[config.mk]
export PLATFORM = sky130hd
export DESIGN_NAME = add_loa_pipe
export DESIGN_NICKNAME = d
export VERILOG_FILES = /design/src/rtl/add_loa_pkg.sv /design/src/rtl/add_loa_seg.sv /design/src/rtl/add_loa_pipe.sv
export SDC_FILE = /design/constraint.sdc
export NUM_CORES = 1
export LEC_CHECK = 0
export BUFFER_PORTS_ARGS = -buffer_cell sky130_fd_sc_hd__buf_2
export CAP_MARGIN = 0
export CORE_MARGIN = 3
export CORE_UTILIZATION = 62
export CTS_BUF_LIST = sky130_fd_sc_hd__clkbuf_8
export DETAILED_ROUTE_END_ITERATION = 6
export HOLD_SLACK_MARGIN = 0.05
export PLACE_DENSITY = 0.91
export RECOVER_POWER = 25
export SETUP_SLACK_MARGIN = 0.2
export SYNTH_ARGS = -nofsm -noshare
export SYNTH_HDL_FRONTEND = slang
export SYNTH_HIERARCHICAL = 1
export SYNTH_SLANG_ARGS = --single-unit
[constraint.sdc]
create_clock -name clk -period 6.55 [get_ports clk]
set_clock_uncertainty 0.15 [all_clocks]
set_input_delay 0.655 -clock clk [delete_from_list [all_inputs] [get_ports clk]]
set_output_delay 0.655 -clock clk [all_outputs]
set_load 0.02 [all_outputs]
[src/rtl/add_loa_pkg.sv]
// Shared constants and helpers for the pipelined lower-part-OR approximate adder.
// Holds the per-transaction error metric and the parameter legality predicate.
package add_loa_pkg;

  localparam logic MODE_EXACT = 1'b0;
  localparam logic MODE_LOA   = 1'b1;

  // |exact - approximate| for one LOA addition, from the K low operand bits only.
  function automatic logic [31:0] loa_abs_err(input logic [31:0] a_low,
                                              input logic [31:0] b_low,
                                              input int          k);
    logic [31:0] span;
    logic [31:0] d;
    if (k <= 0) return '0;
    span = 32'd1 << k;
    d    = a_low & b_low & (span - 32'd1);
    return d[k-1] ? (span - d) : d;
  endfunction

  function automatic bit params_legal(input int w, input int seg, input int k);
    return (seg > 0) && (w >= seg) && ((w % seg) == 0) && (k >= 0) && (k < w);
  endfunction

endpackage

[src/rtl/add_loa_seg.sv]
// Combinational SEG-bit slice of the LOA adder: OR cells where masked, ripple elsewhere.
// The masked cell at global bit K-1 emits a&b as the carry into bit K.
module add_loa_seg
  import add_loa_pkg::*;
#(
  parameter int SEG  = 4,
  parameter int BASE = 0,
  parameter int K    = 4
) (
  input  logic [SEG-1:0] a,
  input  logic [SEG-1:0] b,
  input  logic [SEG-1:0] approx_mask,
  input  logic           cin,
  output logic [SEG-1:0] sum,
  output logic           cout
);

  // NOTE: every output of an always_comb gets a value before any branch, so no latch is inferred.
  always_comb begin
    logic c;
    c   = cin;
    sum = '0;
    for (int i = 0; i < SEG; i++) begin
      if (approx_mask[i]) begin
        sum[i] = a[i] | b[i];
        c      = (BASE + i == K - 1) ? (a[i] & b[i]) : 1'b0;
      end else begin
        sum[i] = a[i] ^ b[i] ^ c;
        c      = (a[i] & b[i]) | (c & (a[i] ^ b[i]));
      end
    end
    cout = c;
  end

endmodule

[src/rtl/add_loa_pipe.sv]
// Pipelined LOA approximate adder, one SEG-bit slice per stage, with a single global
// stall enable and saturating error statistics collected at the output handshake.
module add_loa_pipe
  import add_loa_pkg::*;
#(
  parameter int W     = 8,
  parameter int K     = 4,
  parameter int SEG   = 4,
  parameter int CNT_W = 16
) (
  input  logic             clk,
  input  logic             rst_n,
  input  logic             in_valid,
  output logic             in_ready,
  input  logic [W-1:0]     in_a,
  input  logic [W-1:0]     in_b,
  input  logic             in_mode,
  output logic             out_valid,
  input  logic             out_ready,
  output logic [W:0]       out_sum,
  output logic             out_mode,
  input  logic             stat_clr,
  output logic [CNT_W-1:0] stat_cnt,
  output logic [W-1:0]     stat_wce
);

  localparam int P = W / SEG;

  if (!params_legal(W, SEG, K)) begin : g_param_check
    $fatal(1, "add_loa_pipe: W must be a multiple of SEG and K must lie in 0..W-1");
  end

  logic         en;
  logic [W-1:0] out_err;

  for (genvar s = 0; s < P; s++) begin : g_stage
    localparam int LO  = s * SEG;
    localparam int REM = W - LO - SEG;

    // Operands arrive already stripped of the bits consumed by earlier stages.
    logic [W-LO-1:0]   a_src, b_src;
    logic              vld_src, mode_src, cin_src;
    logic [W-1:0]      err_src;
    logic [SEG-1:0]    approx_mask, seg_sum;
    logic              seg_cout;
    logic [LO+SEG-1:0] sum_new;

    logic              vld_d, vld_q, mode_d, mode_q, cy_d, cy_q;
    logic [W-1:0]      err_d, err_q;
    logic [LO+SEG-1:0] sum_d, sum_q;

    if (s == 0) begin : g_src
      assign a_src    = in_a;
      assign b_src    = in_b;
      assign vld_src  = in_valid;
      assign mode_src = in_mode;
      assign cin_src  = 1'b0;
      assign err_src  = (in_mode == MODE_LOA) ? W'(loa_abs_err(32'(in_a), 32'(in_b), K)) : '0;
      assign sum_new  = seg_sum;
    end else begin : g_src
      assign a_src    = g_stage[s-1].g_ops.a_q;
      assign b_src    = g_stage[s-1].g_ops.b_q;
      assign vld_src  = g_stage[s-1].vld_q;
      assign mode_src = g_stage[s-1].mode_q;
      assign cin_src  = g_stage[s-1].cy_q;
      assign err_src  = g_stage[s-1].err_q;
      assign sum_new  = {seg_sum, g_stage[s-1].sum_q};
    end

    always_comb begin
      approx_mask = '0;
      for (int i = 0; i < SEG; i++) begin
        approx_mask[i] = (mode_src == MODE_LOA) && (LO + i < K);
      end
    end

    add_loa_seg #(
      .SEG  (SEG),
      .BASE (LO),
      .K    (K)
    ) u_seg (
      .a           (a_src[SEG-1:0]),
      .b           (b_src[SEG-1:0]),
      .approx_mask (approx_mask),
      .cin         (cin_src),
      .sum         (seg_sum),
      .cout        (seg_cout)
    );

    always_comb begin
      vld_d  = vld_q;
      mode_d = mode_q;
      cy_d   = cy_q;
      err_d  = err_q;
      sum_d  = sum_q;
      if (en) begin
        vld_d  = vld_src;
        mode_d = mode_src;
        cy_d   = seg_cout;
        err_d  = err_src;
        sum_d  = sum_new;
      end
    end

    // NOTE: state registers use non-blocking assignment so every stage samples pre-edge values.
    // NOTE: datapath registers are reset too, so out_sum/out_mode read 0 during reset.
    always_ff @(posedge clk or negedge rst_n) begin
      if (!rst_n) begin
        vld_q  <= 1'b0;
        mode_q <= 1'b0;
        cy_q   <= 1'b0;
        err_q  <= '0;
        sum_q  <= '0;
      end else begin
        vld_q  <= vld_d;
        mode_q <= mode_d;
        cy_q   <= cy_d;
        err_q  <= err_d;
        sum_q  <= sum_d;
      end
    end

    if (REM > 0) begin : g_ops
      logic [REM-1:0] a_d, a_q, b_d, b_q;

      always_comb begin
        a_d = a_q;
        b_d = b_q;
        if (en) begin
          a_d = a_src[W-LO-1:SEG];
          b_d = b_src[W-LO-1:SEG];
        end
      end

      always_ff @(posedge clk or negedge rst_n) begin
        if (!rst_n) begin
          a_q <= '0;
          b_q <= '0;
        end else begin
          a_q <= a_d;
          b_q <= b_d;
        end
      end
    end
  end

  assign out_valid = g_stage[P-1].vld_q;
  assign out_mode  = g_stage[P-1].mode_q;
  assign out_sum   = {g_stage[P-1].cy_q, g_stage[P-1].sum_q};
  assign out_err   = g_stage[P-1].err_q;
  assign en        = !out_valid || out_ready;
  assign in_ready  = en;

  logic [CNT_W-1:0] cnt_d, cnt_q;
  logic [W-1:0]     wce_d, wce_q;

  always_comb begin
    cnt_d = cnt_q;
    wce_d = wce_q;
    if (stat_clr) begin
      cnt_d = '0;
      wce_d = '0;
    end else if (out_valid && out_ready && (out_mode == MODE_LOA)) begin
      if ((out_err != '0) && (cnt_q != '1)) cnt_d = cnt_q + CNT_W'(1);
      if (out_err > wce_q) wce_d = out_err;
    end
  end

  always_ff @(posedge clk or negedge rst_n) begin
    if (!rst_n) begin
      cnt_q <= '0;
      wce_q <= '0;
    end else begin
      cnt_q <= cnt_d;
      wce_q <= wce_d;
    end
  end

  assign stat_cnt = cnt_q;
  assign stat_wce = wce_q;

endmodule

==> impl_metrics.csv <==
group,metric,value,unit
die,initial_utilization,64.7,%
power,switchingPower,0.264,mW
synth,synth_edf_count,0,
power,seqPwrFrac,44.9,%
global_routing,grt_pass1_vias,2590,
worst_setup_path,path_class,"in -> async",
placed_design,hpwlAfterDp,4330,µm
worst_setup_path,slowest_stage,"clkbuf_1",
die,die_area,0.00587,mm²
worst_setup_path,crit_family,"buffers and inverters",
placed_design,portBuffers,54,
detailed_routing,drtAntennaViolNets,0,
layout,n_antenna_cell,0,
synth,synth-seq-cells,57,
clock_network,clkLatencyLatePin,330,ps
sta,rsz0062_at_grt,"no",
power,p_comb_share,18.2,%
clock_network,postCtsSetupBuffers,0,
clock_network,clk_pin_slew_worst_paths,60,ps
synth,synth_commonest_cells,"100 x nand2_1, 57 x dfrtp_1, 27 x inv_1, 25 x nor2_1, 16 x ha_1",
detailed_routing,vias,2494,
layout,seqCellArea,0.00143,mm²
global_routing,antenna_found_initial,0,
layout,syn_to_final_growth,17.5,%
detailed_routing,routedWlPerCell,13.1,µm
clock_network,ctsResizeCount,0,
worst_setup_path,critPathMaxStageDelay,2070,ps
clock_network,cts_buffers,9,
synth,synth_cell_type_count,39,
die,fp.dieH,76.6,µm
status,status,"complete, but fails checks",
synth,synth.area.top_cells,"dfrtp_1 46%, nand2_1 12%, ha_1 6.5%",
min_path,min_path_type,"reg -> reg",
detailed_routing,wl_met3,323,µm
worst_setup_path,critPathRequiredTime,6190,ps
synth,netlist_instances,339,
power,p_int,0.649,mW
worst_setup_path,arrival,2830,ps
placed_design,gp_congestion,0.853,
layout,nets,448,
synth,synth.most_common_cell,"nand2_1",
detailed_routing,wl_met1,2670,µm
sta,slew-limit-headroom,-95.6,%
worst_setup_path,path_buf_inv,2,
die,die_w,76.6,µm
flow_run,cap_violations,1,
sta,final_hold_viol_count,0,
sta,min_period_over_period,48.6,%
sta,setup-violations-final,0,
global_routing,globalRouteOverflowTotal,0,
sta,worstMarginPinSlew,2930,ps
clock_network,cts_tree,"done",
synth,netlist_area,0.00309,mm²
layout,n_fill_cell,344,
synth,async_flop_share,100,%
detailed_routing,drt_iter0_markers,137,
synth,yosysSeqAreaShare,46.1,%
power,swShare,28.9,%
die,core,0.00479,mm²
clock_network,cts_root_buffer,"clkbuf_8",
status,violations,"max-capacitance violations, max-slew violations",
detailed_routing,detail_route.vias_per_cell,5.26,
die,io_pins,58,
clock_network,cts.path.max_buffers,2,
clock_network,clock_sinks,57,
detailed_routing,wl,6220,µm
worst_setup_path,path_cells,"buf_2 > clkbuf_1",
synth,syn_area_per_cell,9.13,µm²
clock_network,htree_levels,3,
sta,finalCriticalPeriod,3190,ps
sta,setup-tns-final,0,ps
sta,maxSlewViolCount,58,
global_routing,grt_max_degree,58,
worst_setup_path,critPathLaunchType,"input port",
clock_network,ctsHoldBuffers,0,
synth,synth_top_area_cell,"dfrtp_1",
sta,fmax,314,MHz
global_routing,grt_pass1_wl,11200,µm
detailed_routing,drc,0,
detailed_routing,wl_met2,3150,µm
layout,drive_gt1_share,18.4,%
layout,multiInputGateArea,0.00153,mm²
synth,ys.flop_type,"dfrtp_1",
power,total_power,0.913,mW
global_routing,grt_usage,23.9,%
worst_setup_path,end_kind,"async pin",
power,clkPwrFrac,36.9,%
synth,yosys_warnings,6,
power,ir_drop,0.219,mV
detailed_routing,drt-pass1-iter-count,4,
power,p_leak,1.91,nW
detailed_routing,highest_layer,"met4",
die,fp-row-count,25,
synth,yosysTopAreaCellShare,46.1,%
power,powerDensity,251,mW/mm²
worst_setup_path,crit_fanout,57,
[cell usage in the layout (no fill, tap or decap), types with 6 or more instances in the layout]
cell type / n
ha_1: 16
conb_1: 12
dfrtp_1: 57
mux2i_1: 13
nand4_1: 6
nor4_1: 8
fa_1: 8
inv_1: 29
nand2_1: 100
xnor2_1: 14
clkbuf_8: 12
o21ai_0: 7
nand3_1: 6
buf_2: 54
nor2_1: 25
[layer usage]
metal	vias to the layer above	global-route usage [%]
li1	1201	-
met1	1212	27.5
met3	11	6.50
met5	-	0
met4	0	7.79
met2	70	42.8
[sequential cells by signal, indices dropped and copies added (netlist names)]
signal	count
g_stage.cy_q	2
g_stage.err_q	10
g_stage.g_ops.a_q	4
g_stage.g_ops.b_q	4
g_stage.mode_q	1
g_stage.sum_q	12
g_stage.vld_q	1
out_mode	1
out_valid	1
stat_cnt	16
stat_wce	5
[cells by family (layout without fill, tap and decap cells)]
| logic type | count (synthesis) | after routing | share of synthesized area [%] |
|---|---|---|---|
| and+or+nand+nor | 168 | 168 | 24.3 |
| adders and majority gates | 24 | 24 | 11.6 |
| DFF | 57 | 57 | 46.1 |
| muxes | 13 | 13 | 4.21 |
| xor gates and xnor gates | 15 | 15 | 4.25 |
| AOI/OAI and AO/OA | 18 | 18 | 3.48 |
| other | 1 | 12 | 0.121 |
| buffers and inverters | 43 | 100 | 5.90 |
[per-stage QoR]
| stage | setup WS (ps) | utilization, % | instances | hold slack [ps] | area, µm² |
|---|---|---|---|---|---|
| after CTS | 3690 | 76.1 | 474 | 319 | 3640 |
| after global placement | 3490 | 71.7 | 458 | 292 | 3430 |
| after detailed placement | 3390 | 71.7 | 458 | 300 | 3430 |
| after floorplan | 3650 | - | 350 | 209 | 3140 |
| final | 3360 | 76.0 | 474 | 313 | 3640 |
| after global routing | 2760 | 76.0 | 474 | 355 | 3640 |
[final cells by class]
| class | count | share of cell area [%] |
|---|---|---|
| Timing Repair Buffer | 57 | 7.95 |
| Sequential cell | 57 | 39.2 |
| Clock inverter | 4 | 1.17 |
| Inverter | 27 | 2.79 |
| Tap cell | 67 | 2.30 |
| Multi-Input combinational cell | 250 | 42.0 |
| Clock buffer | 12 | 4.54 |
[power groups by stage]
stage,sequential (mW),clock [mW],combinational [mW]
after floorplan,0.432,0,0.0920
after global placement,0.414,0,0.156
after detailed placement,0.416,0,0.166
after CTS,0.411,0.344,0.168
after global routing,0.415,0.359,0.190
final,0.410,0.337,0.166
[final timing paths]
kind	startpoint	endpoint	slack [ps]	cells past startpoint
worst max-delay path	rst_n	out_mode$_DFFE_PN0P_	3360	2
worst min-delay path	g_stage[0].vld_q$_DFFE_PN0P_	out_valid$_DFFE_PN0P_	310	1
worst max register to register	g_stage[0].g_ops.a_q[0]$_DFFE_PN0P_	g_stage[1].sum_q[7]$_DFFE_PN0P_	3690	12
worst min register to register	g_stage[0].vld_q$_DFFE_PN0P_	out_valid$_DFFE_PN0P_	310	1
max in group clk	g_stage[0].g_ops.a_q[0]$_DFFE_PN0P_	g_stage[1].sum_q[7]$_DFFE_PN0P_	3690	12
min in group asynchronous	rst_n	stat_wce[1]$_DFFE_PN0P_	1220	2
Note: power is estimated with default switching activity, not from simulation.
